===== config.mk =====
export PLATFORM = sky130hd
export DESIGN_NAME = layer_scheduler
export DESIGN_NICKNAME = d
export VERILOG_FILES = /design/src/rtl/layer_scheduler.sv
export SDC_FILE = /design/constraint.sdc
export NUM_CORES = 1
export LEC_CHECK = 0
export CORE_MARGIN = 4
export CORE_UTILIZATION = 53
export CTS_CLUSTER_DIAMETER = 200
export DETAILED_ROUTE_END_ITERATION = 8
export GPL_TIMING_DRIVEN = 0
export PLACE_DENSITY = 0.78
export SETUP_SLACK_MARGIN = 0.15
export SYNTH_ARGS = -nofsm -noshare
export SYNTH_HDL_FRONTEND = slang
export SYNTH_SLANG_ARGS = --single-unit

===== constraint.sdc =====
create_clock -name clk -period 5.7 [get_ports clk]
set_clock_uncertainty 0.15 [all_clocks]
set_input_delay 0.855 -clock clk [delete_from_list [all_inputs] [get_ports clk]]
set_output_delay 0.855 -clock clk [all_outputs]
set_load 0.005 [all_outputs]

===== src/rtl/layer_scheduler.sv =====
// Per-layer sequencer: walks output channels 0..OC through load, conv, tree and pool phases.
// Optional CONV/POOL watchdog enabled with `define LAYER_SCHED_TIMEOUT_EN.
module layer_scheduler #(
    parameter int unsigned OC          = 15,
    parameter int unsigned CNT_W       = 4,
    parameter int unsigned LOAD_CYCLES = 2,
    parameter int unsigned TREE_LAT    = 3,
    parameter int unsigned TMO_W       = 12
) (
    input  logic             clk,
    input  logic             rst_n,
    input  logic             start,
    input  logic             abort,
    input  logic             conv_done,
    input  logic             pool_done,
    output logic             c_load,
    output logic             conv,
    output logic             tree,
    output logic             pool,
    output logic             cout,
    output logic [CNT_W-1:0] out_c,
    output logic             busy,
    output logic             cout_done,
    output logic             err
);

    localparam int unsigned PH_MAX = (LOAD_CYCLES > TREE_LAT) ? LOAD_CYCLES : TREE_LAT;
    localparam int unsigned PH_W   = $clog2(PH_MAX + 1);

    typedef enum logic [2:0] {
        S_IDLE,
        S_LOAD,
        S_CONV,
        S_TREE,
        S_POOL,
        S_NEXT,
        S_DONE
    } state_t;

    state_t            r_state;
    state_t            w_state_nxt;
    logic [PH_W-1:0]   r_ph_cnt;
    logic [PH_W-1:0]   w_ph_cnt_nxt;
    logic [CNT_W-1:0]  r_out_c;
    logic [CNT_W-1:0]  w_out_c_nxt;
    logic              r_c_load;
    logic              r_conv;
    logic              r_tree;
    logic              r_pool;
    logic              r_cout;
    logic              r_busy;
    logic              r_cout_done;
    logic              w_last_ch;
    logic              w_start_ok;
    logic              w_tmo_fire;

    // Reject configurations that cannot be represented.
    if (OC >= (2 ** CNT_W)) begin : g_bad_cnt_w
        $error("layer_scheduler: CNT_W too narrow for OC");
    end
    if ((LOAD_CYCLES < 1) || (TREE_LAT < 1)) begin : g_bad_lat
        $error("layer_scheduler: LOAD_CYCLES and TREE_LAT must be >= 1");
    end

`ifdef LAYER_SCHED_TIMEOUT_EN
    if (TMO_W < 2) begin : g_bad_tmo
        $error("layer_scheduler: TMO_W must be >= 2");
    end

    localparam logic [TMO_W-1:0] TMO_LAST = {{(TMO_W - 1){1'b1}}, 1'b0};

    logic [TMO_W-1:0] r_tmo;
    logic             r_err;

    // Fires on the wait cycle whose increment would reach all-ones.
    assign w_tmo_fire = (r_tmo == TMO_LAST) &&
                        (((r_state == S_CONV) && !conv_done) ||
                         ((r_state == S_POOL) && !pool_done));
    assign w_start_ok = start && !r_err;
    assign err        = r_err;

    always_ff @(posedge clk or negedge rst_n) begin
        if (!rst_n) begin
            r_tmo <= '0;
            r_err <= 1'b0;
        end else begin
            r_tmo <= (w_state_nxt == r_state) ? r_tmo + TMO_W'(1) : '0;
            if (abort) begin
                r_err <= 1'b0;
            end else if (w_tmo_fire) begin
                r_err <= 1'b1;
            end
        end
    end
`else
    if (TMO_W == 0) begin : g_bad_tmo
        $error("layer_scheduler: TMO_W must be nonzero");
    end

    assign w_tmo_fire = 1'b0;
    assign w_start_ok = start;
    assign err        = 1'b0;
`endif

    assign w_last_ch = (r_out_c == CNT_W'(OC));

    // Next-state and channel-index decode; abort overrides everything.
    always_comb begin
        w_state_nxt = r_state;
        w_out_c_nxt = r_out_c;
        case (r_state)
            S_IDLE: if (w_start_ok) w_state_nxt = S_LOAD;
            S_LOAD: if (r_ph_cnt == PH_W'(LOAD_CYCLES - 1)) w_state_nxt = S_CONV;
            S_CONV: begin
                if (conv_done) begin
                    w_state_nxt = S_TREE;
                end else if (w_tmo_fire) begin
                    w_state_nxt = S_IDLE;
                end
            end
            S_TREE: if (r_ph_cnt == PH_W'(TREE_LAT - 1)) w_state_nxt = S_POOL;
            S_POOL: begin
                if (pool_done) begin
                    w_state_nxt = S_NEXT;
                end else if (w_tmo_fire) begin
                    w_state_nxt = S_IDLE;
                end
            end
            S_NEXT: begin
                if (w_last_ch) begin
                    w_state_nxt = S_DONE;
                    w_out_c_nxt = '0;
                end else begin
                    w_state_nxt = S_LOAD;
                    w_out_c_nxt = r_out_c + CNT_W'(1);
                end
            end
            S_DONE:  w_state_nxt = S_IDLE;
            default: w_state_nxt = S_IDLE;
        endcase
        if (abort) begin
            w_state_nxt = S_IDLE;
        end
        if (w_state_nxt == S_IDLE) begin
            w_out_c_nxt = '0;
        end
        w_ph_cnt_nxt = (w_state_nxt == r_state) ? r_ph_cnt + PH_W'(1) : '0;
    end

    // State and outputs registered together, outputs decoded from the next state.
    always_ff @(posedge clk or negedge rst_n) begin
        if (!rst_n) begin
            r_state     <= S_IDLE;
            r_ph_cnt    <= '0;
            r_out_c     <= '0;
            r_c_load    <= 1'b0;
            r_conv      <= 1'b0;
            r_tree      <= 1'b0;
            r_pool      <= 1'b0;
            r_cout      <= 1'b0;
            r_busy      <= 1'b0;
            r_cout_done <= 1'b0;
        end else begin
            r_state     <= w_state_nxt;
            r_ph_cnt    <= w_ph_cnt_nxt;
            r_out_c     <= w_out_c_nxt;
            r_c_load    <= (w_state_nxt == S_LOAD) && (r_state != S_LOAD);
            r_conv      <= (w_state_nxt == S_CONV);
            r_tree      <= (w_state_nxt == S_TREE);
            r_pool      <= (w_state_nxt == S_POOL);
            r_cout      <= (w_state_nxt == S_NEXT);
            r_busy      <= (w_state_nxt != S_IDLE);
            r_cout_done <= (w_state_nxt == S_DONE);
        end
    end

    assign c_load    = r_c_load;
    assign conv      = r_conv;
    assign tree      = r_tree;
    assign pool      = r_pool;
    assign cout      = r_cout;
    assign out_c     = r_out_c;
    assign busy      = r_busy;
    assign cout_done = r_cout_done;

endmodule

# After elaboration in Yosys (flattened, before gate mapping)
# Index checks and enable logic that the tools add are counted.
[op_classes]
add_sub_neg = 2
n_eq_ne = 16
muxes = 12
reduce_logical = 5
[op_table]
columns = ["cell", "count"]
rows = [
  ["two-way mux 3 bit", 7],
  ["one-hot mux 3 bit (6 select lines)", 1],
  ["== test 3 bit (second input constant)", 5],
  ["== test 3 x 2 -> 1 bit (second input constant)", 4],
  ["two-way mux 4 bit", 3],
  ["== test 3 x 1 -> 1 bit (second input constant)", 2],
  ["logical NOT 3 bit", 2],
  ["adder 4 x 1 -> 4 bit (second input constant)", 1],
  ["== test 4 bit (second input constant)", 1],
  ["== test 3 bit", 1],
  ["inequality test 3 x 1 -> 1 bit (second input constant)", 1],
  ["nonzero test 3 bit", 1],
  ["adder 2 x 1 -> 2 bit (second input constant)", 1],
  ["== test 2 x 1 -> 1 bit (second input constant)", 1],
  ["== test 2 bit (second input constant)", 1],
  ["two-way mux 2 bit", 1],
  ["nonzero test 2 bit", 1],
  ["logical AND 1 bit", 1],
]
[word_totals]
regBits = 16
in_bits = 6
output_inout_bits = 12
word_cells = 45

# Depth between registers and ports, before layout
# Gate-level depths: netlist (run 1).
[logic_depth]
ltp_word = 6
mapped_depth = 7
ltp_nobuf = 6

# Least setup slack after synthesis (run 1)
# OpenSTA, ideal clock, no wires.
[synth_path]
path_type = "register to register"
from = "register r_out_c[0], in the netlist out_c[0]"
to = "register r_out_c[3], in the netlist out_c[3]"
setup_time_ns = 0.094
arrival_ns = 1.725
required_time_ns = 5.456
setup_slack_ns = 3.731
stages_incl_launch_ff = 7
period_less_slack_ns = 1.969
cell_sequence = "dfrtp_1 ha_1 and3_2 a211o_1 and3_1 buf_6 a221oi_2"
[synth_via]
elab_chain_cells = 6
[synth_rtl]
columns = ["item", "line_no", "rtl"]
rows = [
  ["start: declaration", "44", "logic [CNT_W-1:0] r_out_c;"],
  ["start signal: assignment", "166", "r_out_c <= w_out_c_nxt;"],
  ["== test 4 bit", "105", "assign w_last_ch = (r_out_c == CNT_W'(OC));"],
  ["two-way mux 3 bit", "130", "if (w_last_ch) begin"],
  ["one-hot mux 3 bit (6 select lines)", "111", "case (r_state)"],
  ["two-way mux 3 bit", "141", "if (abort) begin"],
  ["logical NOT 3 bit", "144", "if (w_state_nxt == S_IDLE) begin"],
  ["two-way mux 4 bit / nonzero test 2 bit (equally long branches)", "-", ""],
]
# Several ways; a longest one is shown, not always the timed one. The select of a mux whose other input is x is not followed.
# A chain may end at the register's enable or synchronous reset.

# Worst setup path in the final report (run 1)
[layout_path]
from = "register r_out_c[2], in the netlist out_c[2]"
to = "output out_c[2]"
[layout_lines]
columns = ["item", "line_no", "rtl"]
rows = [
  ["end: declaration", "21", "output logic [CNT_W-1:0] out_c,"],
]
# No word-level cell between the ends.

==> results of run 1 <==
[area by class of cell]
class / count / area share (%)
inverters: 4 / 1.34
repair buffers: 16 / 14.3
clock buffers: 3 / 2.01
well taps: 16 / 1.79
plain buffers: 5 / 3.01
multi-input cells: 66 / 41.9
flip-flops and latches: 16 / 35.7
[per-stage QoR]
step | utilization [%] | hold WS (ns) | total power, mW | std cells
2_1_floorplan | - | 0.389 | 0.229 | 91
3_3_place_gp | 69.7 | 0.418 | 0.262 | 123
3_5_place_dp | 69.7 | 0.431 | 0.266 | 123
4_1_cts | 71.1 | 0.445 | 0.326 | 126
5_1_grt | 71.1 | 0.519 | 0.349 | 126
6_report | 71.1 | 0.439 | 0.323 | 126
[cell usage in the layout, fill, tap and decap left out, types with 2 or more instances in the layout]
| cell type | n |
|---|---|
| dfrtp_1 | 16 |
| clkdlybuf4s50_1 | 16 |
| nor2b_1 | 6 |
| and3_1 | 2 |
| and2b_1 | 2 |
| inv_1 | 4 |
| nor2_1 | 6 |
| buf_4 | 2 |
| a21oi_1 | 6 |
| nand2_1 | 2 |
| nand2b_1 | 2 |
| o21ai_0 | 5 |
| nand3_1 | 2 |
| mux2i_1 | 3 |
| nor3_1 | 2 |
| a211oi_1 | 4 |
| ha_1 | 3 |
| clkbuf_4 | 3 |
| clkbuf_1 | 2 |
[power breakdown]
group / switching, mW / internal (mW) / total [mW]
clock: 0.0345 / 0.0246 / 0.0591
combinational: 0.0680 / 0.0592 / 0.127
sequential: 0.00907 / 0.128 / 0.137
[how the worst min path moves through the flow]
stage                     slack (ns)   startpoint  cells after the start          end
final                           0.44  r_ph_cnt[0]                      3  r_ph_cnt[0]
after global routing            0.52     out_c[2]                      2     out_c[2]
after CTS                       0.44  r_ph_cnt[0]                      3  r_ph_cnt[0]
after detailed placement        0.43  r_ph_cnt[0]                      3  r_ph_cnt[0]
after global placement          0.42  r_ph_cnt[0]                      3  r_ph_cnt[0]
after floorplan                 0.39  r_ph_cnt[0]                      3  r_ph_cnt[0]
[kinds of logic after synthesis]
kind of cell               after synthesis  synth area share, %
and+or+nand+nor                         33                 21.7
AOI/OAI and AO/OA                       25                 20.7
DFF                                     16                 43.6
buffers and inverters                    9                 5.31
adders and majority gates                3                 4.09
muxes                                    3                 3.27
other                                    1                0.408
xor gates and xnor gates                 1                0.954
[registers in the layout, summed over array words and instances, names as in the netlist]
register,cells
cout_done,1
out_c,4
busy,1
c_load,1
conv,1
tree,1
r_ph_cnt,2
cout,1
pool,1
r_state,3
[synth_stat cells, types with 2 or more instances]
cell,n
dfrtp_1,16
nor3_1,2
nor2_1,6
nand3_1,2
and2b_1,2
and3_1,2
ha_1,3
a21oi_1,6
o21ai_0,5
buf_4,2
mux2i_1,3
nor2b_1,6
clkbuf_1,2
a211oi_1,4
nand2b_1,2
inv_1,4
nand2_1,2
[per-layer routing]
layer	vias to the layer above	wire (um)	global-route usage, %
met5	-	0	0
met4	0	41	9.68
met3	6	78	3.31
met2	18	825	26.4
met1	350	861	22.0
li1	365	-	-
==> results.yml, run 1 <==
outcome:
  status: "finished clean"
clocking:
  clk_pin_slew_ns: 0.09
  cts.sinks: 16
  cts_buffers: 3
  clk_path_buf_depth: 2
  postCtsSetupRepairBufs: 0
  cts-resized-gates: 0
  htreeDepth: 1
  clock_latency_ns: 0.29
  cts-root-buf: "clkbuf_4"
  cts_tree: "yes"
  postCtsHoldBufs: 0
routing:
  firstDrtPassIters: 4
  routed_wl_um: 1810
  drc: 0
  via_per_inst: 5.87
  vias: 739
  detail-route-antenna-nets: 0
  dr.first_iter.drc_count: 19
  wire_per_inst_um: 14.3
timing:
  tightest_slew_ns: 0.682
  setup_slack_ns: 3.44
  fin_crit_ns: 2.26
  fmaxAchievable_mhz: 442
  rsz0062_at_grt: "no"
  slew_viol_final: 0
  slew_headroom_pct: 54.4
  finalSetupViolCount: 0
  period_share_pct: 39.7
  finalHoldViolations: 0
  finalSetupTns_ns: 0
floorplan:
  num_rows: 14
  die_h_um: 49.6
  core_sq_mm: 0.00158
  boundaryPins: 18
  die_area_sq_mm: 0.00246
  chipWidth_um: 49.6
  start_util_pct: 58.3
cells_and_area:
  multiInputGateArea_sq_um: 469
  layout-drive-gt1-share_pct: 10.9
  final_nets: 121
  syn_to_final_growth_pct: 22.1
  stdcell_area_sq_mm: 0.00112
  num-fill-cells: 124
  register_area_sq_um: 400
  antennaDiodeCount: 0
synth:
  synth_enable_flop_cells: 0
  synth_top_area_share_pct: 43.6
  synth.avg_cell_area_sq_um: 10.1
  async_flop_share_pct: 100
  syn_nets: 100
  syn_area_sq_um: 918
  yosys_warnings: 0
  synth-seq-cells: 16
  syn_inst: 91
  ys_top_cells_by_area: "dfrtp_1 (44%), ha_1 (4.1%), nor2b_1 (4.1%), a21oi_1 (3.3%), mux2i_1 (3.3%)"
  synth.distinct_cells: 39
  synth_area_leader_cell: "dfrtp_1"
  ys_seq_area_share_pct: 43.6
  synthFlopType: "dfrtp_1"
setup_path:
  worstSetupEndpoint: "out_c[2]"
  crit_path_end_kind: "output pin"
  r2r_start: "out_c[0]"
  arrival_ns: 1.26
  critical-path-top-delay-family: "buffers and inverters"
  crit_required_ns: 4.70
  crit_path_cell_trace: "clkdlybuf4s50_1"
  r2r_slack_ns: 3.61
  critPathKind: "flip-flop to output pin"
  worstPathMaxFanout: 5
  r2r-end: "cout"
  slowest_stage: "clkdlybuf4s50_1"
  slowest_delay_ns: 0.54
  setup.worst_path.start: "out_c[2]"
  critPathBufInv: 1
  ff2ff_path_depth: 6
  start_kind: "flip-flop"
  crit_cells: 1
job:
  cap_violations: 0
global_route:
  overflow: 0
  grt_pass1_wl_um: 3190
  track_usage_pct: 17.0
  grt_max_degree: 17
  first_global_vias: 708
  grt_antenna_before_repair: 0
pwr:
  power_density_mw_per_mm2: 288
  leakage_nw: 0.466
  ir_drop_mv: 0.201
placement:
  gp_congestion: 0.780
  dpl.hpwl_um: 1310
  place_ws_ns: 3.17
  post_dp_cell_area_sq_mm: 0.00110
  port_buffers: 16
hold_path:
  hp-class: "flip-flop to flip-flop"
(Power assumes the default switching activity.)
==> run 2, diff against run 1 <==
- CORE_UTILIZATION: 53 -> 45
- PLACE_DENSITY: 0.78 -> 0.7
- clock period: 5.7 -> 2 ns (I/O delays scaled with it)
==> run 2 against run 1 <==
Effect of this change: first-iteration DRC count is 16% lower; sequential power grew to 2.9 times the previous value; hold slack worse by 0.18 ns; clock power grew to 3.8 times the previous value; die area is 15% higher; combinational power grew to 3.1 times the previous value; critical path depth is 5 higher; cell count is 13% higher; setup slack worse by 3.3 ns; count of clock-buffer cells in the layout is 1 higher; cell area is 11% higher; largest power group unchanged.
==> results.yml, run 2 (synthesis gave the netlist of run 1 again) <==
floorplan:
  start_util_pct: 47.3
  boundaryPins: 18
  die_h_um: 53.2
  die_area_sq_mm: 0.00283
  core_sq_mm: 0.00194
  chipWidth_um: 53.2
  num_rows: 16
outcome:
  status: "finished clean"
cells_and_area:
  postLayoutCoreUtil_pct: 64.0
  layout-drive-gt1-share_pct: 22.6
  antennaDiodeCount: 0
  stdcell_area_sq_mm: 0.00124
  num-fill-cells: 169
  most-common-layout-cells: "dfrtp_1 (15), clkdlybuf4s50_1 (15)"
  syn_to_final_growth_pct: 35.3
  final_nets: 125
  largest_register_ffs: 4
  register_area_sq_um: 402
  multiInputGateArea_sq_um: 528
pwr:
  p_clk_share_pct: 22.3
  switchingPower_mw: 0.353
  power_density_mw_per_mm2: 810
  p_int_mw: 0.654
  power.total_mw: 1.01
  switching_share_pct: 35.0
  p_seq_share_pct: 39.0
  leakage_nw: 0.515
  power_frac_comb_pct: 38.7
  ir_drop_mv: 0.528
routing:
  routed_wl_um: 2020
  detail-route-antenna-nets: 0
  firstDrtPassIters: 4
  wire_per_inst_um: 14.2
  dr.first_iter.drc_count: 16
  vias: 757
  drc: 0
  via_per_inst: 5.33
clocking:
  cts_tree: "yes"
  clock_latency_ns: 0.30
  clk_pin_slew_ns: 0.11
  cts-root-buf: "clkbuf_4"
  postCtsHoldBufs: 0
  htreeDepth: 1
  cts_buffers: 3
  cts.sinks: 16
  clk_path_buf_depth: 2
placement:
  post_dp_cell_area_sq_mm: 0.00112
  port_buffers: 16
  gp_congestion: 0.754
  dpl.hpwl_um: 1420
setup_path:
  ff2ff_path_depth: 6
  crit_path_cell_trace: "ha_4 -> and3_4 -> a211o_1 -> and3_1 -> buf_6 -> a221oi_2"
  r2r_start: "out_c[0]"
  arrival_ns: 1.94
  slowest_stage: "dfrtp_1"
  crit_path_end_kind: "flip-flop"
  start_kind: "flip-flop"
  crit_required_ns: 2.06
  r2r_slack_ns: 0.13
  r2r-end: "out_c[3]"
  critical-path-top-delay-family: "compound AO/OA/AOI/OAI gates"
  critPathKind: "flip-flop to flip-flop"
  slowest_delay_ns: 0.42
  critPathBufInv: 1
  worstPathMaxFanout: 6
timing:
  hold-worst-slack_ns: 0.262
  finalSetupViolCount: 0
  slew_headroom_pct: 53.1
  fmaxAchievable_mhz: 535
  fin_crit_ns: 1.87
  finalHoldViolations: 0
  period_share_pct: 93.5
  finalSetupTns_ns: 0
  rsz0062_at_grt: "yes"
  slew_viol_final: 0
  tightest_slew_ns: 0.701
hold_path:
  hp-class: "primary input to asynchronous set/reset pin"
global_route:
  track_usage_pct: 16.3
  overflow: 0
  grt_pass1_wl_um: 3310
  grt_max_degree: 17
  grt_antenna_before_repair: 0
  first_global_vias: 754
job:
  cap_violations: 0
## run 2: worst max-delay path by stage
stage,from,end,cells after the start
floorplan,out_c[0],out_c[3],6
global placement,abort,c_load,4
CTS,out_c[0],cout,6
detailed placement,abort,c_load,4
global route,out_c[0],out_c[3],6
finish,out_c[0],out_c[3],6
## run 2: repair_timing
| action | in CTS | in global routing |
|---|---|---|
| endpoints found under the setup margin | 9 | 12 |
| pin swaps | 1 | 0 |
| resized for setup | 1 | 13 |
| setup buffers | 4 | 0 |
## run 2: metrics by stage
step / instances / worst slack, ns
final: 142 / 0.129
after global routing: 142 / 0.0935
after CTS: 142 / 0.128
after detailed placement: 134 / 0.0216
after global placement: 134 / 0.0305
after floorplan: 91 / 0.151
## run 2: layout make-up
cell class	instances	area share, %
Buffer	5	2.82
Sequential cell	16	32.3
Clock buffer	4	2.92
Tap cell	27	2.72
Timing Repair Buffer	20	15.5
Inverter	4	1.21
Multi-Input combinational cell	66	42.5
## run 2: power by group through the flow
| stage | clock, mW | sequential, mW | combinational, mW |
|---|---|---|---|
| 4_1_cts | 0.235 | 0.392 | 0.364 |
| 3_3_place_gp | 0 | 0.398 | 0.352 |
| 5_1_grt | 0.250 | 0.400 | 0.432 |
| 2_1_floorplan | 0 | 0.395 | 0.257 |
| 6_report | 0.224 | 0.392 | 0.390 |
| 3_5_place_dp | 0 | 0.398 | 0.361 |
## run 2: worst register-to-register path: stages (launching register included)
cell	delay, ns
dfrtp_1	0.42
ha_4	0.17
and3_4	0.17
a211o_1	0.30
and3_1	0.20
buf_6	0.14
a221oi_2	0.23
## run 2: layer usage
layer | wire length (um) | GRT usage, % | vias up
li1 | - | - | 372
met1 | 868 | 18.6 | 361
met2 | 1050 | 29.5 | 21
met3 | 78 | 3.10 | 3
met4 | 27 | 6.38 | 0
met5 | 0 | 0 | -
